[src/rtl/hilo_muldiv_seq_pkg.sv]
// Shared definitions for the HI/LO multiply/divide sequencer.
// Holds the op encodings, the FSM state encoding and the default datapath width.
package hilo_muldiv_seq_pkg;

    localparam int DATA_W     = 32;
    localparam int ITERATIONS = DATA_W;

    localparam logic OP_MULT = 1'b0;
    localparam logic OP_DIV  = 1'b1;

    typedef enum logic [1:0] {
        IDLE = 2'd0,
        RUN  = 2'd1,
        FIX  = 2'd2,
        DONE = 2'd3
    } state_t;

endpackage

[src/rtl/hilo_muldiv_seq_if.sv]
// Control-unit <-> multiply/divide sequencer bundle.
//   start, op, a_in, b_in        : request from the control unit
//   busy, done, hilo_we, div_zero : status back to the control unit
//   hi_out, lo_out                : values for the HI and LO registers
// master = control unit side, slave = sequencer side.
interface hilo_muldiv_seq_if #(
    parameter int WIDTH = 32
);
    logic             start;
    logic             op;
    logic [WIDTH-1:0] a_in;
    logic [WIDTH-1:0] b_in;
    logic             busy;
    logic             done;
    logic             hilo_we;
    logic             div_zero;
    logic [WIDTH-1:0] hi_out;
    logic [WIDTH-1:0] lo_out;

    modport master (
        output start, op, a_in, b_in,
        input  busy, done, hilo_we, div_zero, hi_out, lo_out
    );

    modport slave (
        input  start, op, a_in, b_in,
        output busy, done, hilo_we, div_zero, hi_out, lo_out
    );
endinterface

[src/rtl/hilo_muldiv_seq_div_step.sv]
// One combinational restoring-division iteration on unsigned magnitudes.
//   rem_in       : partial remainder (always < divisor)
//   dividend_bit : next dividend bit shifted into the remainder
//   divisor      : divisor magnitude
//   rem_out      : next partial remainder
//   q_bit        : quotient bit produced by this iteration
module hilo_muldiv_seq_div_step #(
    parameter int WIDTH = 32
) (
    input  logic [WIDTH-1:0] rem_in,
    input  logic             dividend_bit,
    input  logic [WIDTH-1:0] divisor,
    output logic [WIDTH-1:0] rem_out,
    output logic             q_bit
);
    logic [WIDTH:0] shifted;
    logic [WIDTH:0] diff;

    // rem_in < divisor keeps the shifted value below 2^WIDTH, so the extra
    // top bit of diff is a clean borrow flag.
    assign shifted = {rem_in, dividend_bit};
    assign diff    = shifted - {1'b0, divisor};
    assign q_bit   = ~diff[WIDTH];
    assign rem_out = q_bit ? diff[WIDTH-1:0] : shifted[WIDTH-1:0];
endmodule

[src/rtl/hilo_muldiv_seq.sv]
// Multicycle signed MULT/DIV sequencer producing HI/LO for the CPU.
// Fixed 34-cycle latency start->done (1 cycle for divide-by-zero).
//   clk   : system clock, rising edge
//   reset : synchronous active-low reset
//   bus   : hilo_muldiv_seq_if slave (start/op/a_in/b_in in; busy/done/
//           hilo_we/div_zero/hi_out/lo_out out)
//
// state | meaning
// IDLE  | waiting for start
// RUN   | one shift-add / restoring-divide iteration per cycle, WIDTH cycles
// FIX   | apply operand signs, load hi_out/lo_out
// DONE  | one-cycle completion (hilo_we or div_zero)
module hilo_muldiv_seq
    import hilo_muldiv_seq_pkg::*;
#(
    parameter int WIDTH = ITERATIONS,
    parameter int CNT_W = 5
) (
    input logic                clk,
    input logic                reset,
    hilo_muldiv_seq_if.slave   bus
);
    state_t state;
    state_t state_nxt;

    logic [CNT_W-1:0]   cnt;
    logic [2*WIDTH-1:0] acc;
    logic [2*WIDTH-1:0] acc_nxt;
    logic [WIDTH-1:0]   mag_a_in;
    logic [WIDTH-1:0]   mag_b_in;
    logic [WIDTH-1:0]   mag_b;
    logic               sign_a;
    logic               sign_b;
    logic               op_q;
    logic               dz_q;
    logic [WIDTH-1:0]   hi_q;
    logic [WIDTH-1:0]   lo_q;
    logic               last_iter;
    logic               dz_req;

    logic [WIDTH:0]     mul_sum;
    logic [2*WIDTH-1:0] mul_nxt;
    logic [2*WIDTH-1:0] div_nxt;
    logic [WIDTH-1:0]   div_rem;
    logic               div_qbit;
    logic [2*WIDTH-1:0] prod_fix;
    logic [WIDTH-1:0]   quo_fix;
    logic [WIDTH-1:0]   rem_fix;

    logic busy_c;
    logic done_c;

    // Two's-complement magnitude; the most negative value maps to 2^(WIDTH-1).
    assign mag_a_in  = bus.a_in[WIDTH-1] ? ('0 - bus.a_in) : bus.a_in;
    assign mag_b_in  = bus.b_in[WIDTH-1] ? ('0 - bus.b_in) : bus.b_in;
    assign dz_req    = (bus.op == OP_DIV) && (bus.b_in == '0);
    assign last_iter = (cnt == CNT_W'(WIDTH - 1));

    // Multiply: acc = {partial product, remaining multiplier bits}; add the
    // multiplicand into the top half when the current multiplier bit is set,
    // then shift the whole thing right including the carry.
    assign mul_sum = {1'b0, acc[2*WIDTH-1:WIDTH]} + (acc[0] ? {1'b0, mag_b} : '0);
    assign mul_nxt = {mul_sum, acc[WIDTH-1:1]};

    // Divide: acc = {remainder, dividend bits shifting out / quotient bits in}.
    hilo_muldiv_seq_div_step #(
        .WIDTH (WIDTH)
    ) u_div_step (
        .rem_in       (acc[2*WIDTH-1:WIDTH]),
        .dividend_bit (acc[WIDTH-1]),
        .divisor      (mag_b),
        .rem_out      (div_rem),
        .q_bit        (div_qbit)
    );
    assign div_nxt = {div_rem, acc[WIDTH-2:0], div_qbit};

    assign acc_nxt = (op_q == OP_DIV) ? div_nxt : mul_nxt;

    // Remainder follows the dividend sign, giving truncation toward zero.
    assign prod_fix = (sign_a ^ sign_b) ? ('0 - acc) : acc;
    assign quo_fix  = (sign_a ^ sign_b) ? ('0 - acc[WIDTH-1:0]) : acc[WIDTH-1:0];
    assign rem_fix  = sign_a ? ('0 - acc[2*WIDTH-1:WIDTH]) : acc[2*WIDTH-1:WIDTH];

    always_ff @(posedge clk) begin
        if (!reset) begin
            state <= IDLE;
        end else begin
            state <= state_nxt;
        end
    end

    always_comb begin
        state_nxt = state;
        busy_c    = 1'b0;
        done_c    = 1'b0;
        case (state)
            IDLE: begin
                if (bus.start) begin
                    state_nxt = dz_req ? DONE : RUN;
                end
            end
            RUN: begin
                busy_c = 1'b1;
                if (last_iter) begin
                    state_nxt = FIX;
                end
            end
            FIX: begin
                busy_c    = 1'b1;
                state_nxt = DONE;
            end
            DONE: begin
                busy_c    = 1'b1;
                done_c    = 1'b1;
                state_nxt = IDLE;
            end
            default: state_nxt = IDLE;
        endcase
    end

    always_ff @(posedge clk) begin
        if (!reset) begin
            cnt    <= '0;
            acc    <= '0;
            mag_b  <= '0;
            sign_a <= 1'b0;
            sign_b <= 1'b0;
            op_q   <= OP_MULT;
            dz_q   <= 1'b0;
            hi_q   <= '0;
            lo_q   <= '0;
        end else begin
            case (state)
                IDLE: begin
                    if (bus.start) begin
                        cnt    <= '0;
                        acc    <= {{WIDTH{1'b0}}, mag_a_in};
                        mag_b  <= mag_b_in;
                        sign_a <= bus.a_in[WIDTH-1];
                        sign_b <= bus.b_in[WIDTH-1];
                        op_q   <= bus.op;
                        dz_q   <= dz_req;
                    end
                end
                RUN: begin
                    acc <= acc_nxt;
                    cnt <= cnt + CNT_W'(1);
                end
                FIX: begin
                    if (op_q == OP_DIV) begin
                        hi_q <= rem_fix;
                        lo_q <= quo_fix;
                    end else begin
                        hi_q <= prod_fix[2*WIDTH-1:WIDTH];
                        lo_q <= prod_fix[WIDTH-1:0];
                    end
                end
                default: ;
            endcase
        end
    end

    assign bus.busy     = busy_c;
    assign bus.done     = done_c;
    assign bus.hilo_we  = done_c & ~dz_q;
    assign bus.div_zero = done_c & dz_q;
    assign bus.hi_out   = hi_q;
    assign bus.lo_out   = lo_q;
endmodule

[src/flat_wrapper.sv]
// flat-port wrapper written by rule: the top's interface ports become plain ports
module hilo_muldiv_seq_flat import hilo_muldiv_seq_pkg::*;
#(
    parameter int WIDTH = ITERATIONS,
    parameter int CNT_W = 5
)
  (clk, reset, bus_start, bus_op, bus_a_in, bus_b_in, bus_busy, bus_done, bus_hilo_we, bus_div_zero, bus_hi_out, bus_lo_out);
  hilo_muldiv_seq_if #(.WIDTH(WIDTH)) bus_i ();
  input logic clk;
  input logic reset;
  input wire logic [$bits(bus_i.start)-1:0] bus_start;
  input wire logic [$bits(bus_i.op)-1:0] bus_op;
  input wire logic [$bits(bus_i.a_in)-1:0] bus_a_in;
  input wire logic [$bits(bus_i.b_in)-1:0] bus_b_in;
  output wire logic [$bits(bus_i.busy)-1:0] bus_busy;
  output wire logic [$bits(bus_i.done)-1:0] bus_done;
  output wire logic [$bits(bus_i.hilo_we)-1:0] bus_hilo_we;
  output wire logic [$bits(bus_i.div_zero)-1:0] bus_div_zero;
  output wire logic [$bits(bus_i.hi_out)-1:0] bus_hi_out;
  output wire logic [$bits(bus_i.lo_out)-1:0] bus_lo_out;
  assign bus_i.start = bus_start;
  assign bus_i.op = bus_op;
  assign bus_i.a_in = bus_a_in;
  assign bus_i.b_in = bus_b_in;
  assign bus_busy = bus_i.busy;
  assign bus_done = bus_i.done;
  assign bus_hilo_we = bus_i.hilo_we;
  assign bus_div_zero = bus_i.div_zero;
  assign bus_hi_out = bus_i.hi_out;
  assign bus_lo_out = bus_i.lo_out;
  hilo_muldiv_seq #(.WIDTH(WIDTH), .CNT_W(CNT_W)) u_core (.clk(clk), .reset(reset), .bus(bus_i));
endmodule
[config.mk]
export PLATFORM = sky130hd
export DESIGN_NAME = hilo_muldiv_seq_flat
export DESIGN_NICKNAME = d
export VERILOG_FILES = /design/src/rtl/hilo_muldiv_seq_pkg.sv /design/src/rtl/hilo_muldiv_seq_if.sv /design/src/rtl/hilo_muldiv_seq_div_step.sv /design/src/rtl/hilo_muldiv_seq.sv /design/src/flat_wrapper.sv
export SDC_FILE = /design/constraint.sdc
export NUM_CORES = 1
export LEC_CHECK = 0
export CAP_MARGIN = 20
export CORE_MARGIN = 10
export CORE_UTILIZATION = 37
export CTS_BUF_LIST = sky130_fd_sc_hd__clkbuf_4 sky130_fd_sc_hd__clkbuf_8 sky130_fd_sc_hd__clkbuf_16
export CTS_CLUSTER_DIAMETER = 60
export DETAILED_ROUTE_END_ITERATION = 10
export SYNTH_ARGS = -nofsm -noshare
export SYNTH_HDL_FRONTEND = slang
export SYNTH_SLANG_ARGS = --single-unit
[constraint.sdc]
create_clock -name clk -period 4.3 [get_ports clk]
set_clock_uncertainty 0.05 [all_clocks]
set_input_delay 0.86 -clock clk [delete_from_list [all_inputs] [get_ports clk]]
set_output_delay 0.86 -clock clk [all_outputs]
set_load 0.005 [all_outputs]
[Yosys cells after proc, flatten, opt, wreduce, memory -nomap -nowiden]
Cells that the tools add are included.
Cells by class
  mux-type cells: 20
  $add $sub $neg: 8
  equal/unequal tests: 6
  reduce and logical (&&, ||, !) cells: 8
  bitwise gates (word level): 5
Operator list (number)
  two-way mux 32 bit: 8
  two-way mux 64 bit: 3
  one-hot mux 64 bit (2 select lines): 1
  subtractor 1 x 32 -> 32 bit, first input constant: 4
  subtractor 1 x 64 -> 64 bit, first input constant: 1
  adder 32 x 33 -> 33 bit: 1
  subtractor 33 x 32 -> 33 bit: 1
  zero test 32 bit: 1
  one-hot mux 5 bit (2 select lines): 1
  one-hot mux 2 bit (4 select lines): 1
  two-way mux 2 bit: 3
  AND reduction 2 bit: 3
  adder 5 x 1 -> 5 bit, second input constant: 1
  equality test 5 bit, second input constant: 1
  two-way mux 5 bit: 1
  equality test 2 bit, second input constant: 2
  OR reduction 3 bit: 1
  AND 1 bit: 2
  equality test 2 x 1 -> 1 bit, second input constant: 1
  zero test 2 bit: 1
  two-way mux 1 bit: 2
  inequality test 2 x 1 -> 1 bit, second input constant: 1
  inequality test 2 bit, second input constant: 1
  NOT 1 bit: 2
  3 further kinds: 3
Storage, ports and cells
  input port bits: 68
  register bits: 171
  logic and storage cells: 57
  output and inout bits: 68

[Logic depth before layout (Yosys ltp)]
  depth after elaboration: 5
  mapped depth: 15
  depth with buffers taken out: 13

[Modules after synthesis]
Synthesis repeated with hierarchy kept, for this count alone.
Unflattened totals
  cell total of the unflattened synthesis: 1849
  area total of the unflattened synthesis: 14254.9 µm²
Modules (own cells, without submodules)
  hilo_muldiv_seq: instances 1, cells an instance 1544, area each 11896.4 µm²
  hilo_muldiv_seq_div_step: instances 1, cells an instance 305, area each 2358.5 µm²

[Worst setup path after synthesis]
OpenSTA, ideal clock, no wires.
  kind: input port to flip-flop
  from: input bus_b_in[8]
  to: register u_core.mag_b[28]
  arrival: 3615 ps
  cell stages on the path: 8
  setup slack: 550 ps
  setup time: 86 ps
  buffers on the path: 0
  cell sequence: or4_1 > or4_4 > or3_4 > or3_4 > or3_4 > o31ai_1 > xor2_1 > a211oi_1
On the way
  cells in the longest elaborated chain, start to end: 2
Ends and longest elaborated chain
  from (decl): RTL line flat_wrapper.sv:14  | input wire logic [$bits(bus_i.b_in)-1:0] bus_b_in;
  subtractor 1 x 32 -> 32 bit: RTL line hilo_muldiv_seq.sv:55  | assign mag_b_in = bus.b_in[WIDTH-1] ? ('0 - bus.b_in) : bus.b_in;
  two-way mux 32 bit: RTL line hilo_muldiv_seq.sv:55
  to (signal assigned): RTL line hilo_muldiv_seq.sv:138  | mag_b <= mag_b_in;
  to (decl): RTL line hilo_muldiv_seq.sv:31  | logic [WIDTH-1:0] mag_b;
Every way passes these cells.
A chain may end at the register's enable or synchronous reset.

[Worst setup path in the final report]
  from: register u_core.acc[0]
  to: register u_core.acc[63]
On the way
  cells in the longest elaborated chain, start to end: 4
Ends and longest elaborated chain
  from (decl): RTL line hilo_muldiv_seq.sv:27  | logic [2*WIDTH-1:0] acc;
  from (signal assigned): RTL line hilo_muldiv_seq.sv:137  | acc <= {{WIDTH{1'b0}}, mag_a_in};
  from (signal assigned): RTL line hilo_muldiv_seq.sv:146  | acc <= acc_nxt;
  two-way mux 32 bit: RTL line hilo_muldiv_seq.sv:62  | assign mul_sum = {1'b0, acc[2*WIDTH-1:WIDTH]} + (acc[0] ? {1'b0, mag_b} : '0);
  adder 32 x 33 -> 33 bit: RTL line hilo_muldiv_seq.sv:62
  two-way mux 64 bit: RTL line hilo_muldiv_seq.sv:77  | assign acc_nxt = (op_q == OP_DIV) ? div_nxt : mul_nxt;
  one-hot mux 64 bit (2 select lines): RTL line hilo_muldiv_seq.sv:133  | case (state)
Every way passes these cells.

==> metrics <==
final setup violating endpoints 0; All-Layer GR Usage approximately a fifth; initial antenna violation count 0; Worst Hold Depth 2; Worst path slowest cell dfxtp_1; kind of end point of the critical path flop; DRC viols 0; Avg Cell Area, Syn ~7.6 um2; Post-synth EDFFs 0; layout cells sized above 1 about 6.9%; Pwr per Cell Area between 500 and 600 mW/mm2; largest net degree at the start of global routing roughly 110; status complete, no violations; Die Width between 200 and 250 um; delay-heaviest family, CP compound AO/OA/AOI/OAI gates; minimum clock period between 3 and 4 ns; CP startpoint kind flop; NumNets Final between 2000 and 2500; R2R depth 14; # port buffers approximately 140; die footprint 0.0452 mm2; initial core utilization about 37%; # hold bufs at CTS 0; cell area after synthesis around 0.014 mm2; largest stage delay on the critical path approximately 0.49 ns; row cnt 70; setup bufs post-CTS 0; num ports 136; Core ar. between 0.03 and 0.04 mm2; sequential area share after synthesis between 20 and 25%; # Max-Cap Violations 0; Worst Path Required 4.66 ns; CTS resizes 0; hold path endpoint u_core.bus.hi_out[1]; grt met2 use between 30 and 40%; Final Wtd Congestion about 0.94; Iter 0 DRT Violations 1158; antenna-violating nets left 0; DRT Pass-1 Iters 8; HP Class reg2reg; area delta synth->final 19.7%; first-pass GRT wire length around 72000 um; critical path cell sequence and2_1 > ha_1 > inv_1 > fa_1 > nand2b_1 > a21o_1 > a21oi_1 > o21ai_0 > a31o_2 > o41ai_1 > buf_4 > o221ai_1 > a2111oi_0 > o221a_2; grt met3 use between 2 and 3%; period utilisation layout 92.7%; most frequent cells in the layout nor2_1 (188), dfxtp_1 (170), a21oi_1 (163), nand2_1 (157), clkdlybuf4s50_1 (135); RSZ-0062 raised after global routing false; H-tree levels 4; Root Driver clkbuf_16; count of final max-slew check failures 0; slack of the critical path 0.315 ns; die span in y 213 um; Max IR drop VDD approximately 0.00042 V; gr busiest metal met2; number of global-route vias before repair 12692; commonest non-fill, non-tap cell in the layout nor2_1; Final Hold Vio Count 0; post-synth cell types 70; hold wc startpoint u_core.bus.hi_out[1]; DR WL/cell 19.4 um; Post-DP HPWL ~36000 um; CTS Buf Count 17; Ys Warns 0; Fmax achieved between 200 and 300 MHz; Critical Path AT about 4.3 ns; WS Path Type reg2reg; clock tree buffer depth 2; pre-CTS WS -0.0431 ns; Max-slew headroom 33.2%; number of synthesized register bits between 150 and 200; Cells after Synth roughly 1800; worst-path fanout max 6; met1 usage around 28%; reg2reg start u_core.acc[0]; fraction of registers with async set/reset 0%; actual slew at the worst max-slew pin 0.999 ns; flop2flop setup slack around 0.32 ns; Post-synth top flop dfxtp_1; Post-Route WL 46300 um; routed via count approximately 14000; CTS tree done; Pwr Total a little over 9000 uW; Reg clk slew, reported paths about 0.080 ns; WP buf/inv 2; Worst-Skew Late Latency roughly 0.46 ns; Lkg Pwr about 0.0063 uW; syn nets 1956; grt total ovfl 0; via-per-instance ratio 5.72; antenna cell count 0; TritonCTS sink count about 170; reg2reg end u_core.acc[63]
[area by class of cell]
cell class                 count  area (um2)
timing repair buffer         209        1950
clock inverter                14         181
sequential                   171        3420
tap                          468         586
clock buffer                  18         433
multi-input combinational   1440        9580
inverter                      69         262
fill                        3702       20200
[metal layers]
| layer | wire, um | part of all wire (%) |
|---|---|---|
| met4 | 693 | 1.5 |
| met3 | 2180 | 4.7 |
| met5 | 0 | 0 |
| met1 | 22100 | 48 |
| met2 | 21400 | 46 |
[worst reg2reg max path: stages (launching register included)]
cell and delay [ns]:
dfxtp_1 0.49, and2_1 0.18, ha_1 0.20, inv_1 0.07
fa_1 0.39, nand2b_1 0.18, a21o_1 0.20, a21oi_1 0.20
o21ai_0 0.20, a31o_2 0.32, o41ai_1 0.33, buf_4 0.20
o221ai_1 0.20, a2111oi_0 0.48, o221a_2 0.26
[stage by stage]
stage	setup TNS, ns	cell area [um2]	std cells	utilization, %	hold WS (ns)
2_1_floorplan	0	13700	1811	-	0.391
3_3_place_gp	0	15800	2354	43.0	0.418
3_5_place_dp	-0.0431	15800	2356	43.1	0.428
4_1_cts	0	16400	2388	44.8	0.438
5_1_grt	0	16400	2389	44.8	0.461
6_report	0	16400	2389	44.8	0.437
[cell families (layout without fill, tap and decap cells)]
| kind of cell | after synthesis | after routing | synth area share (%) |
|---|---|---|---|
| adders and majority gates | 77 | 77 | 7.13 |
| AOI/OAI and AO/OA | 555 | 555 | 26.2 |
| buffers and inverters | 200 | 310 | 5.50 |
| and+or+nand+nor | 561 | 561 | 19.6 |
| xor gates and xnor gates | 166 | 166 | 10.6 |
| muxes | 81 | 81 | 5.93 |
| DFF | 171 | 171 | 25.0 |
[synth_stat cells, types with 18 or more instances]
library cell,instances,share of area (%)
nand4_1,20,0.91
dfxtp_1,171,25
clkbuf_1,120,3.3
a211oi_1,82,4.5
o211ai_1,20,1.1
nor2_1,188,5.1
xor2_1,77,4.9
ha_1,75,6.8
or3_1,23,1.0
a21oi_1,163,5.9
inv_1,68,1.9
xnor2_1,89,5.7
nor3_1,38,1.4
a21o_1,38,2.1
or4_1,18,0.99
mux2i_1,79,5.8
o21ai_0,102,3.7
a22oi_1,19,1.0
o31ai_1,24,1.3
nand3_1,27,0.99
nand2_1,157,4.3
[report_power, final]
part           switching (uW)  leakage [uW]  internal [uW]  total, uW
logic                    2790       0.00463           2040       4830
registers                 529       0.00140           2050       2580
clock network             772      0.000297            889       1660
[how the worst max path moves through the flow]
stage	startpoint	to	slack, ns	depth (start not counted)
after floorplan	bus_b_in[8]	u_core.mag_b[28]	0.55	8
after global placement	bus_b_in[8]	u_core.mag_b[28]	0.02	9
after detailed placement	bus_b_in[8]	u_core.mag_b[28]	-0.04	9
after CTS	u_core.acc[0]	u_core.acc[63]	0.32	14
after global routing	u_core.acc[0]	u_core.acc[63]	0.12	14
final	u_core.acc[0]	u_core.acc[63]	0.32	14
[state kept, by name, summed over array words and instances, names as in the netlist]
register           count
u_core.bus.hi_out     32
u_core.op_q            1
u_core.cnt             5
u_core.sign_a          1
u_core.state           2
u_core.sign_b          1
u_core.mag_b          32
u_core.dz_q            1
u_core.bus.lo_out     32
u_core.acc            64
(Power assumes the default switching activity.)
